File: src/rtl/lfsr_pkg.sv
// lfsr_pkg: FSM type, single-step XNOR LFSR function and maximal-length tap table
// shared by the LFSR stream generator.
package lfsr_pkg;
   typedef enum logic [1:0] {IDLE, RUN, LOCKED} fsm_t;
   // Bit k-1 set means a tap at stage k; XNOR and XOR maximal taps coincide.
   localparam logic [63:0] MAX_TAPS [0:64] = '{
      3:  64'h0000_0000_0000_0006,
      4:  64'h0000_0000_0000_000C,
      5:  64'h0000_0000_0000_0014,
      6:  64'h0000_0000_0000_0030,
      7:  64'h0000_0000_0000_0060,
      8:  64'h0000_0000_0000_00B8,
      9:  64'h0000_0000_0000_0110,
      10: 64'h0000_0000_0000_0240,
      11: 64'h0000_0000_0000_0500,
      12: 64'h0000_0000_0000_0829,
      13: 64'h0000_0000_0000_100D,
      14: 64'h0000_0000_0000_2015,
      15: 64'h0000_0000_0000_6000,
      16: 64'h0000_0000_0000_D008,
      17: 64'h0000_0000_0001_2000,
      18: 64'h0000_0000_0002_0400,
      19: 64'h0000_0000_0004_0023,
      20: 64'h0000_0000_0009_0000,
      21: 64'h0000_0000_0014_0000,
      22: 64'h0000_0000_0030_0000,
      23: 64'h0000_0000_0042_0000,
      24: 64'h0000_0000_00E1_0000,
      25: 64'h0000_0000_0120_0000,
      26: 64'h0000_0000_0200_0023,
      27: 64'h0000_0000_0400_0013,
      28: 64'h0000_0000_0900_0000,
      29: 64'h0000_0000_1400_0000,
      30: 64'h0000_0000_2000_0029,
      31: 64'h0000_0000_4800_0000,
      32: 64'h0000_0000_8020_0003,
      64: 64'hD800_0000_0000_0000,
      default: 64'h0
   };
   // Returns {next_reg, fb}; callers keep only their own low NUM_BITS of next_reg.
   function automatic logic [64:0] lfsr_step(input logic [63:0] cur, input logic [63:0] taps);
      logic fb;
      fb = ~^(cur & taps);
      return {cur[62:0], fb, fb};
   endfunction
endpackage

File: src/rtl/lfsr_step_n.sv
// lfsr_step_n: STEPS single-bit XNOR LFSR shifts unrolled into one combinational beat.
module lfsr_step_n
   import lfsr_pkg::*;
#(
   parameter int NUM_BITS = 16,
   parameter int STEPS    = 1
) (
   input  logic [NUM_BITS-1:0] cur_reg,
   input  logic [NUM_BITS-1:0] taps,
   output logic [NUM_BITS-1:0] next_reg,
   output logic [STEPS-1:0]    fb_bits
);
   logic [NUM_BITS-1:0] chain [STEPS+1];
   assign chain[0] = cur_reg;
   for (genvar i = 0; i < STEPS; i++) begin : g_step
      logic [64:0] res;
      assign res        = lfsr_step(64'(chain[i]), 64'(taps));
      assign chain[i+1] = res[NUM_BITS:1];
      assign fb_bits[i] = res[0];
      if (NUM_BITS < 64) begin : g_pad
         logic [63-NUM_BITS:0] unused_hi;
         assign unused_hi = res[64:NUM_BITS+1];
      end
   end
   assign next_reg = chain[STEPS];
endmodule

File: src/rtl/lfsr_stream.sv
// lfsr_stream: XNOR LFSR beat generator with programmable taps and a valid/ready stream.
// LFSR_AUTO_RECOVER_EN: on lock-up clear the register and keep streaming instead of halting.
module lfsr_stream
   import lfsr_pkg::*;
#(
   parameter int                  NUM_BITS   = 16,
   parameter int                  STEPS      = 1,
   parameter logic [NUM_BITS-1:0] TAPS_RESET = NUM_BITS'(16'hD008)
) (
   input  logic                CLK,
   input  logic                RESET_N,
   input  logic                E,
   input  logic                LOAD,
   input  logic [NUM_BITS-1:0] SEED,
   input  logic                TAP_WE,
   input  logic [NUM_BITS-1:0] TAP_IN,
   output logic                OUT_VALID,
   input  logic                OUT_READY,
   output logic [STEPS-1:0]    OUT_DATA,
   output logic [NUM_BITS-1:0] STATE,
   output logic                LOCKUP
);
   if (NUM_BITS < 3 || NUM_BITS > 64) begin : g_bad_width
      $error("lfsr_stream: NUM_BITS must be 3..64");
   end
   if (STEPS < 1 || STEPS > NUM_BITS) begin : g_bad_steps
      $error("lfsr_stream: STEPS must be 1..NUM_BITS");
   end
   fsm_t                state_q, state_d;
   logic [NUM_BITS-1:0] reg_q, reg_d, taps_q, step_reg;
   logic [STEPS-1:0]    data_q, data_d, step_fb;
   logic                valid_q, valid_d, lockup_q, lockup_d;
   logic                all_ones, seed_ones, advance;
   lfsr_step_n #(.NUM_BITS(NUM_BITS), .STEPS(STEPS)) u_step (
      .cur_reg (reg_q),
      .taps    (taps_q),
      .next_reg(step_reg),
      .fb_bits (step_fb)
   );
   assign all_ones  = &reg_q;
   assign seed_ones = &SEED;
   // An all-ones register in RUN is treated as lock-up, never stepped through.
   assign advance   = !LOAD && state_q == RUN && !all_ones && E && (!valid_q || OUT_READY);
   always_comb begin
      state_d  = state_q;
      reg_d    = advance ? step_reg : reg_q;
      data_d   = advance ? step_fb : data_q;
      valid_d  = advance || (valid_q && !OUT_READY);
      lockup_d = lockup_q;
      if (LOAD) begin
         reg_d    = SEED;
         valid_d  = 1'b0;
         lockup_d = seed_ones;
`ifdef LFSR_AUTO_RECOVER_EN
         state_d  = RUN;
`else
         state_d  = seed_ones ? LOCKED : RUN;
`endif
      end else if (state_q == IDLE) begin
         state_d = E ? RUN : IDLE;
      end else if (state_q == RUN && all_ones) begin
         lockup_d = 1'b1;
`ifdef LFSR_AUTO_RECOVER_EN
         reg_d    = '0;
`else
         state_d  = LOCKED;
`endif
      end
   end
   always_ff @(posedge CLK or negedge RESET_N) begin
      if (!RESET_N) begin
         state_q  <= IDLE;
         reg_q    <= '0;
         taps_q   <= TAPS_RESET;
         data_q   <= '0;
         valid_q  <= 1'b0;
         lockup_q <= 1'b0;
      end else begin
         state_q  <= state_d;
         reg_q    <= reg_d;
         taps_q   <= TAP_WE ? TAP_IN : taps_q;
         data_q   <= data_d;
         valid_q  <= valid_d;
         lockup_q <= lockup_d;
      end
   end
   assign OUT_VALID = valid_q;
   assign OUT_DATA  = data_q;
   assign STATE     = reg_q;
   assign LOCKUP    = lockup_q;
endmodule
File: config.mk
export PLATFORM = sky130hd
export DESIGN_NAME = lfsr_stream
export DESIGN_NICKNAME = d
export VERILOG_FILES = /design/src/rtl/lfsr_pkg.sv /design/src/rtl/lfsr_step_n.sv /design/src/rtl/lfsr_stream.sv
export SDC_FILE = /design/constraint.sdc
export NUM_CORES = 1
export LEC_CHECK = 0
export BUFFER_PORTS_ARGS = -buffer_cell sky130_fd_sc_hd__buf_2
export CAP_MARGIN = 20
export CELL_PAD_IN_SITES_DETAIL_PLACEMENT = 0
export CELL_PAD_IN_SITES_GLOBAL_PLACEMENT = 2
export CORE_MARGIN = 5
export CORE_UTILIZATION = 28
export CTS_CLUSTER_DIAMETER = 100
export DETAILED_ROUTE_END_ITERATION = 8
export HOLD_SLACK_MARGIN = 0.06
export PLACE_DENSITY = 0.77
export SKIP_LAST_GASP = 1
export SLEW_MARGIN = 30
export SYNTH_ARGS = -nofsm -noshare
export SYNTH_HDL_FRONTEND = slang
export SYNTH_SLANG_ARGS = --single-unit
File: constraint.sdc
create_clock -name CLK -period 1.8 [get_ports CLK]
set_input_delay 0.36 -clock CLK [delete_from_list [all_inputs] [get_ports CLK]]
set_output_delay 0.36 -clock CLK [all_outputs]
set_load 0.1 [all_outputs]
After elaboration in Yosys (flattened, before gate mapping). Cells that the tools add are included.

Bits in latches: 0. Memory bits (read-only): 0. Input port bits: 38. Output and inout bits: 19. Flip-flop bits (word level): 37. Memories kept: 0. Word-level logic and storage cells: 40. Bits in writable memories: 0.

Muxes and demuxes: 11. Eq/ne operators: 2. Reductions and logical operators: 20. Multiply operators: 0. Div/mod/pow operators: 0. Bitwise logic cells: 1. Magnitude comparators: 0. Add/sub/neg operators: 0. Shift operators: 0.

Operator list (number): 64-bit XNOR reduction (1); 16-bit two-way mux (2); 16-bit AND reduction (2); 16-bit bitwise AND (1); 2-bit two-way mux (4); 1-bit logical AND (6); 1-bit two-way mux (5); 1-bit logical NOT (4); 2-bit nonzero test (2); 3-bit nonzero test (1); 2-bit by 1-bit equality test with 1-bit output, second input constant (1); 2-bit logical NOT (1); 1-bit logical OR (2); 2-bit != test, second input constant (1); 2-bit AND reduction (1).

Longest topological paths before layout. Gate-level depths: netlist of run 1.

Depth after elaboration: 7. Mapped depth: 8. Depth with buffers taken out: 6.

Modules after synthesis. A second synthesis of run 1 with hierarchy kept.

Cells, all modules: 204. Area, all modules: 2029.4 sq um.

Modules (own cells, without submodules): lfsr_stream (cells an instance 157, times used 1, area each 1717.9 sq um); lfsr_step_n (cells an instance 47, times used 1, area each 311.5 sq um).

Worst setup path after synthesis of run 1. OpenSTA, ideal clock, no wires.

Path kind: register to register. From: register reg_q[9] (netlist: STATE[9]). To: register reg_q[12] (netlist: STATE[12]). Setup slack: -690 ps. Library setup time: 125 ps. Data required time: 1675 ps. Clock period less this slack: 2490 ps. Buffers on the path: 2. Arrival: 2365 ps. Cell stages (with the launch flop): 8. Cell sequence: dfrtp_1 nand4_1 or4_4 and3_1 buf_6 buf_12 a21oi_1 a21oi_1.

Cells in the longest elaborated chain, start to end: 6.

RTL lines: start: declaration (RTL line lfsr_stream.sv:30) `logic [NUM_BITS-1:0] reg_q, reg_d, taps_q, step_reg;`; start signal: assignment (RTL line lfsr_stream.sv:80) `reg_q <= reg_d;`; 16-bit AND reduction (RTL line lfsr_stream.sv:40) `assign all_ones = &reg_q;`; 1-bit logical NOT (RTL line lfsr_stream.sv:43) `assign advance = !LOAD && state_q == RUN && !all_ones && E && (!valid_q || OUT_READY);`; 1-bit logical AND (3 in series) (RTL line lfsr_stream.sv:43); 2-bit nonzero test (no line).

Every way passes these cells. A chain may end at the register's enable or synchronous reset.

Final worst setup path of run 1.
From: register reg_q[10] (netlist: STATE[10]). To: register reg_q[4] (netlist: STATE[4]).

The elaborated chain is that of the path after synthesis.

==> results of run 1 <==
-- timing repair --
item                                    CTS  global route
endpoints found under the setup margin    0             8
hold buffers                              0             0
buffers inserted                          0             5
gates resized for setup                   0             4
-- logic make-up (layout without fill, tap and decap cells) --
family	count (synthesis)	count (layout)	share of synthesized area [%]
compound gates	38	38	11.69
simple gates	67	68	18.12
flops	37	37	48.85
mux	16	16	9.455
buf+inv	12	86	4.990
xor+xnor	15	15	6.894
-- through the flow --
stage               area (um^2)  std cells  util [%]  worst slack, ns
floorplan                  1979        185         -          -0.2381
detailed placement         2394        326     35.62          0.03876
global route               2547        340     37.91         -0.03986
CTS                        2484        334     36.96          0.02477
finish                     2547        340     37.91          0.06754
global placement           2394        326     35.62          0.08080
-- worst max path at each step --
stage	start	endpoint	slack (ns)	cells past startpoint
after floorplan	STATE[13]$_DFFE_PN0P_	STATE[5]$_DFFE_PN0P_	-0.24	7
after global placement	STATE[11]$_DFFE_PN0P_	STATE[1]$_DFFE_PN0P_	0.08	5
after detailed placement	STATE[2]$_DFFE_PN0P_	STATE[1]$_DFFE_PN0P_	0.04	5
after CTS	STATE[2]$_DFFE_PN0P_	STATE[1]$_DFFE_PN0P_	0.02	5
after global routing	STATE[10]$_DFFE_PN0P_	STATE[7]$_DFFE_PN0P_	-0.04	6
final	STATE[10]$_DFFE_PN0P_	STATE[4]$_DFFE_PN0P_	0.07	5
-- routing by layer --
metal	wire, um	part of all wire, %
met5	0	0
met4	21	0.41
met3	343	6.6
met2	2403	47
met1	2395	46
-- final cells by class --
type                       instances  area (um^2)
clock buffer                       8        90.09
inverter                           3        11.26
multi-input combinational        137        929.6
timing repair buffer              75        435.4
sequential                        37        980.9
fill                             714         4172
tap                               80        100.1
-- layout by cell type (no fill, tap or decap), drive strengths merged, types with 4 or more instances in the layout --
master	count
and2b	6
buf	75
xnor2	12
nor2b	11
nand2	35
mux2	16
dfstp	4
dfrtp	33
clkbuf	8
a21oi	32
nand4	8
-- sequential cells by signal (all words and copies together) (netlist names) --
register,cells
OUT_VALID,1
STATE,16
state_q,2
taps_q,16
OUT_DATA,1
LOCKUP,1
-- power groups by stage --
stage / Combinational (mW) / Sequential [mW] / Clock (mW)
floorplan: 0.355 / 1.45 / 0
global placement: 1.01 / 1.05 / 0
detailed placement: 1.01 / 1.05 / 0
CTS: 1.01 / 1.03 / 0.622
global route: 1.10 / 1.03 / 0.668
finish: 1.04 / 1.02 / 0.598
==> metrics.md, run 1 <==
| Metric | Value |
|---|---|
| Final Skew | 0.004240 ns |
| Ports | 57 |
| Area contributors post-synth | dfrtp_1 (43%), mux2_2 (9.5%), a21oi_1 (7.1%) |
| Initial antenna violation count | 0 |
| DR vias | 1,594 |
| Critical Path Fanout Max | 8 |
| Leakage | 1.139 nW |
| Synth Flop Type | dfrtp_1 |
| Synth Warn # | 0 |
| Worst EP arrival | 1.90 ns |
| CTS max path bufs | 2 |
| Fmax | 0.5772 GHz |
| Number of synthesized flops with an enable pin | 0 |
| Grt met1 use | 15.78% |
| Layout cells sized above 1 | 51.54% |
| CTS buffer count | 5 |
| Root buf cell | clkbuf_8 |
| CTS tree | yes |
| Ys async rst share | 100.0% |
| Synth Cell Area | 0.001906 mm^2 |
| Tot GR Track Use | 12.12% |
| Mapped Avg Cell Area | 10.30 um^2 |
| Maximum vdd drop | 0.0002764 V |
| P_sw | 1.072 mW |
| Sw Ratio | 40.31% |
| Reg-to-Reg Start | STATE[10]$_DFFE_PN0P_ |
| Drt pass-1 iters | 4 |
| R2R depth | 5 |
| Combinational Power Share | 39.0% |
| Setup violators final | 0 |
| Global-route wire length before repair | 8.266 mm |
| PwrDens | 1044 mW/mm^2 |
| Post-DP HPWL | 3.902 mm |
| Sequential power share | 38.5% |
| Post-Synthesis Cells | 185 |
| Largest net degree at the start of global routing | 38 |
| Critical path class | reg2reg |
| Internal | 1.587 mW |
| Setup TNS | 0 ns |
| RSZ-0062 raised after global routing | yes |
| Worst setup SP type | flip-flop |
| Die width | 92.50 um |
| IO buf count | 56 |
| Antenna Violating Nets Remaining | 0 |
| Worst-path clk slew | 0.07 ns |
| Drt wl/cell | 15.19 um |
| Worst-Margin Slew | 0.4947 ns |
| Slowest CP cell | or4_4 |
| Cell with the most instances after synthesis | nand2_1 |
| Crit Reg-Reg Endpoint | STATE[4]$_DFFE_PN0P_ |
| Clk network pwr share | 22.5% |
| Final GP Congestion | 0.7711 |
| Most Frequent Cell on Critical Path | a21oi_1 |
| Rel. slew slack | 67.25% |
| Detailed Route Iter0 Violations | 46 |
| Hold Vio Cnt, Final | 0 |
| Run status | finished clean |
| Top post-synthesis cells by count | nand2_1 (35), dfrtp_1 (33), a21oi_1 (27) |
| Max Cap Violations | 0 |
| Post-synthesis cell type with the largest combined area | dfrtp_1 |
| CP top delay family | simple AND/OR/NAND/NOR gates |
| Total power draw | 2.659 mW |
| Busiest grt layer | met2 |
| Nets | 297 |
| CTS H-tree lvls | 2 |
| Die area | 0.008555 mm^2 |
| Critical-path cell list | nand4_1 > or4_4 > and3_4 > a21oi_1 > a21oi_1 |
| Worst-Skew Late Latency | 0.28 ns |
| Required @ worst endpoint | 1.97 ns |
| Worst reg-to-reg setup slack | 0.07 ns |
| # rows | 30 |
| Antenna cell count | 0 |
| Worst hold path class | in2async |
| Die Span Y | 92.50 um |
| GR Layer Usage met3 | 3.656% |
| Aggregate global routing overflow | 0 |
| DR vias/cell | 4.688 |
| Setup crit end kind | flip-flop |
| DRT Wirelength | 5.163 mm |
| Min Tclk post-route | 1.732 ns |
| DRC | 0 |
| FF+latch count, synth | 37 |
| Initial Util | 28.36% |
| Worst path buffer plus inverter count | 0 |
| Vias in the first global route | 1,673 |
| Post-synthesis sequential area ratio | 48.85% |
| Synthesized Nets | 223 |
| Netlist cell types | 29 |
| Crit-path max cell delay | 0.56 ns |
| Final period utilization | 96.25% |
| Area grow syn2layout | 33.68% |
| Top cell type's share of synthesized area | 43.34% |
| Core Area | 0.006719 mm^2 |
| Hold WS | 0.1208 ns |
| Final Max Tran Viols | 0 |
| Routing usage on met2 | 19.40% |
| Clock sink count | 37 |
Note: power is estimated with default switching activity, not from simulation.
==> inputs of run 2 (changes only) <==
--- a/config.mk
+++ b/config.mk
@@ -5,16 +5,17 @@
 export SDC_FILE = /design/constraint.sdc
 export NUM_CORES = 1
 export LEC_CHECK = 0
+export ABC_AREA = 1
 export BUFFER_PORTS_ARGS = -buffer_cell sky130_fd_sc_hd__buf_2
 export CAP_MARGIN = 20
 export CELL_PAD_IN_SITES_DETAIL_PLACEMENT = 0
 export CELL_PAD_IN_SITES_GLOBAL_PLACEMENT = 2
 export CORE_MARGIN = 5
-export CORE_UTILIZATION = 28
+export CORE_UTILIZATION = 27
 export CTS_CLUSTER_DIAMETER = 100
 export DETAILED_ROUTE_END_ITERATION = 8
 export HOLD_SLACK_MARGIN = 0.06
-export PLACE_DENSITY = 0.77
+export PLACE_DENSITY = 0.79
 export SKIP_LAST_GASP = 1
 export SLEW_MARGIN = 30
 export SYNTH_ARGS = -nofsm -noshare
==> run 2 against run 1 <==
  * Highest routed layer unchanged
  * Area after synthesis up 18%
  * Critical path type unchanged
  * Total power increased by 3.8%
  * Global-route usage fell by 0.76 points
==> metrics.md, run 2 <==
| Metric | Value |
|---|---|
| Run status | finished clean |
| Global-route wire length before repair | 9.059 mm (+9.6%) |
| DR vias/cell | 4.266 (-9.0%) |
| Fmax | 0.6284 GHz (+8.9%) |
| Die Span Y | 101.3 um (+9.5%) |
| Layout cells sized above 1 | 36.97% (-15 points) |
| RSZ-0062 raised after global routing | no |
| Critical Path Fanout Max | 28 (+20) |
| Critical-path cell list | inv_1 > nor3_1 > nand2_2 > nor2_4 > nor2_4 > nand2_4 > nand2_8 > nand2_1 > o21ai_2 |
| DRT Wirelength | 5.573 mm (+7.9%) |
| Max Cap Violations | 0 (unchanged) |
| Worst-Skew Late Latency | 0.29 ns (about the same) |
| # fillers | 901 (+26%) |
| Mapped Avg Cell Area | 7.549 um^2 (-27%) |
| Worst-Margin Slew | 0.4936 ns (-0.001107 ns) |
| Required @ worst endpoint | 1.98 ns (about the same) |
| Top post-synthesis cells by count | nand2_1 (142), dfrtp_1 (33), inv_1 (28) |
| Worst EP arrival | 1.77 ns (-0.13 ns) |
| Clock sink count | 37 (unchanged) |
| Setup violators final | 0 (unchanged) |
| Area grow syn2layout | 22.47% |
| Min Tclk post-route | 1.591 ns (-0.1411 ns) |
| Drt wl/cell | 12.06 um (-21%) |
| Synthesized Nets | 336 (+51%) |
| Area contributors post-synth | dfrtp_1 (37%), nand2_1 (24%), mux2_2 (8.0%) |
| Antenna cell count | 0 (unchanged) |
| Drt pass-1 iters | 4 (unchanged) |
| Non-Filler Instances | 462 (+36%) |
| Die area | 0.01026 mm^2 (+20%) |
| Most common cell after layout, fill and taps aside | nand2_1 |
| Synth Warn # | 0 (unchanged) |
| Leakage | 1.452 nW (+27%) |
| Commonest cells after routing, fill and taps aside | nand2_1 (142), buf_2 (56), inv_1 (28) |
| Ports | 57 (unchanged) |
| Critical path class | reg2reg |
| Cell with the most instances after synthesis | nand2_1 |
| CTS H-tree lvls | 2 (unchanged) |
| Final Skew | 0.002792 ns (-0.001448 ns) |
| Initial antenna violation count | 0 (unchanged) |
| Antenna Violating Nets Remaining | 0 (unchanged) |
| Worst hold path class | in2reg |
| Post-DP Area | 0.002659 mm^2 (+11%) |
| Post-CTS Setup Bufs | 0 (unchanged) |
| Worst-path clk slew | 0.07 ns (about the same) |
| Post-Synthesis Cells | 298 (+61%) |
| Initial Util | 27.52% (-0.84 points) |
| Top cell type's share of synthesized area | 36.71% (-6.6 points) |
| Nets | 395 (+33%) |
| Core Area | 0.008175 mm^2 (+22%) |
| Vias in the first global route | 1,891 (+13%) |
| FF+latch count, synth | 37 (unchanged) |
| Setup TNS | 0 ns (unchanged) |
| Post-synthesis sequential area ratio | 41.38% (-7.5 points) |
| Final period utilization | 88.41% (-7.8 points) |
| Post-synthesis cell type with the largest combined area | dfrtp_1 |
| PwrDens | 1001 mW/mm^2 (-4.1%) |
| Most Frequent Cell on Critical Path | nor2_4 |
| DR vias | 1,971 (+24%) |
| Maximum vdd drop | 0.0003642 V (+32%) |
| # rows | 33 (+10%) |
| CTS buffer count | 5 (unchanged) |
| Final Max Tran Viols | 0 (unchanged) |
| Detailed Route Iter0 Violations | 61 (+33%) |
| Hold Vio Cnt, Final | 0 (unchanged) |
| CP top delay family | simple AND/OR/NAND/NOR gates |
| Synth Flop Type | dfrtp_1 |
| Die width | 101.3 um (+9.5%) |
| Final GP Congestion | 0.7160 (-7.1%) |
| Aggregate global routing overflow | 0 (unchanged) |
| CTS tree | yes |
| Post-DP HPWL | 4.337 mm (+11%) |
| Setup crit end kind | flip-flop |
| Slowest CP cell | dfrtp_4 |
| DRC | 0 (unchanged) |
| Netlist cell types | 25 (-14%) |
| Synth Cell Area | 0.002250 mm^2 (+18%) |
| Ys async rst share | 100.0% (unchanged) |
| Worst path buffer plus inverter count | 1 (+1) |
| Final Instance Area | 0.002755 mm^2 (+8.2%) |
| Rel. slew slack | 67.32% (+0.073 points) |
| IO buf count | 56 (unchanged) |
| Number of synthesized flops with an enable pin | 0 (unchanged) |
| Largest net degree at the start of global routing | 38 (unchanged) |
| Root buf cell | clkbuf_8 |
| Crit-path max cell delay | 0.42 ns (-0.14 ns) |
| Total power draw | 2.759 mW (+3.8%) |
| CTS max path bufs | 2 (unchanged) |
| Worst setup SP type | flip-flop |
| Placed Cells | 454 (+39%) |
| Tot GR Track Use | 11.37% (-0.76 points) |
-- run 2: worst paths after layout --
kind                                 startpoint                     end  slack [ns]  cells past startpoint
setup / recovery           STATE[5]$_DFFE_PN0P_    STATE[8]$_DFFE_PN0P_        0.21                      9
hold / removal                          SEED[1]    STATE[1]$_DFFE_PN0P_        0.29                      3
setup reg to reg           STATE[5]$_DFFE_PN0P_    STATE[8]$_DFFE_PN0P_        0.21                      9
hold reg to reg            OUT_DATA$_DFFE_PN0P_    OUT_DATA$_DFFE_PN0P_        0.49                      2
max in group asynchronous               RESET_N   taps_q[3]$_DFFE_PN1P_        0.98                      3
min in group asynchronous               RESET_N  taps_q[10]$_DFFE_PN0P_        0.54                      3
-- run 2: per-stage QoR --
stage	hold WS (ns)	utilization (%)	setup slack (ns)
floorplan	0.06441	-	0.01542
detailed placement	0.3476	32.52	0.1888
finish	0.2866	33.70	0.2087
CTS	0.2796	33.70	0.1732
global placement	0.3442	32.52	0.1912
global route	0.2796	33.70	0.03980
-- run 2: where the power goes --
part / leakage [nW] / total [mW] / switching (mW) / internal [mW]
sequential: 0.422 / 1.05 / 0.0928 / 0.958
combinational: 0.985 / 1.10 / 0.841 / 0.263
clock: 0.0443 / 0.605 / 0.300 / 0.304
-- run 2: what timing repair did --
| item | 4_1_cts | 5_1_grt |
|---|---|---|
| endpoints found under the hold margin | 33 | 0 |
| resized for setup | 0 | 0 |
| hold buffers | 1 | 0 |
| endpoints found under the setup margin | 0 | 0 |
-- run 2: layout make-up --
class | count | area, um^2 | share of cell area, %
clock buffer | 7 | 86.33 | 3.134
inverter | 34 | 130.1 | 4.723
multi-input combinational | 220 | 1129 | 40.96
sequential | 37 | 960.9 | 34.88
tap | 105 | 131.4 | 4.768
timing repair buffer | 59 | 317.8 | 11.53
-- run 2: kinds of logic after synthesis --
logic type	synth area share, %
AOI/OAI and AO/OA	9.567
muxes	8.009
buffers and inverters	8.454
DFF	41.38
xor gates and xnor gates	0.3894
and+or+nand+nor	32.20
-- run 2: metal layers --
layer  share of wire (%)  routed length (um)  track usage, %  vias up
met3                 5.3                 298           3.444        5
met4                0.99                  55           2.454        0
met2                  45                2492           18.21       38
met5                   0                   0               0        -
met1                  49                2727           15.17      886
li1                    -                   -               -     1042
-- run 2: worst reg2reg max path: stages (launching register included) --
cell and delay [ns]:
dfrtp_4 0.42, inv_1 0.07, nor3_1 0.24, nand2_2 0.11, nor2_4 0.14, nor2_4 0.05
nand2_4 0.10, nand2_8 0.17, nand2_1 0.13, o21ai_2 0.05
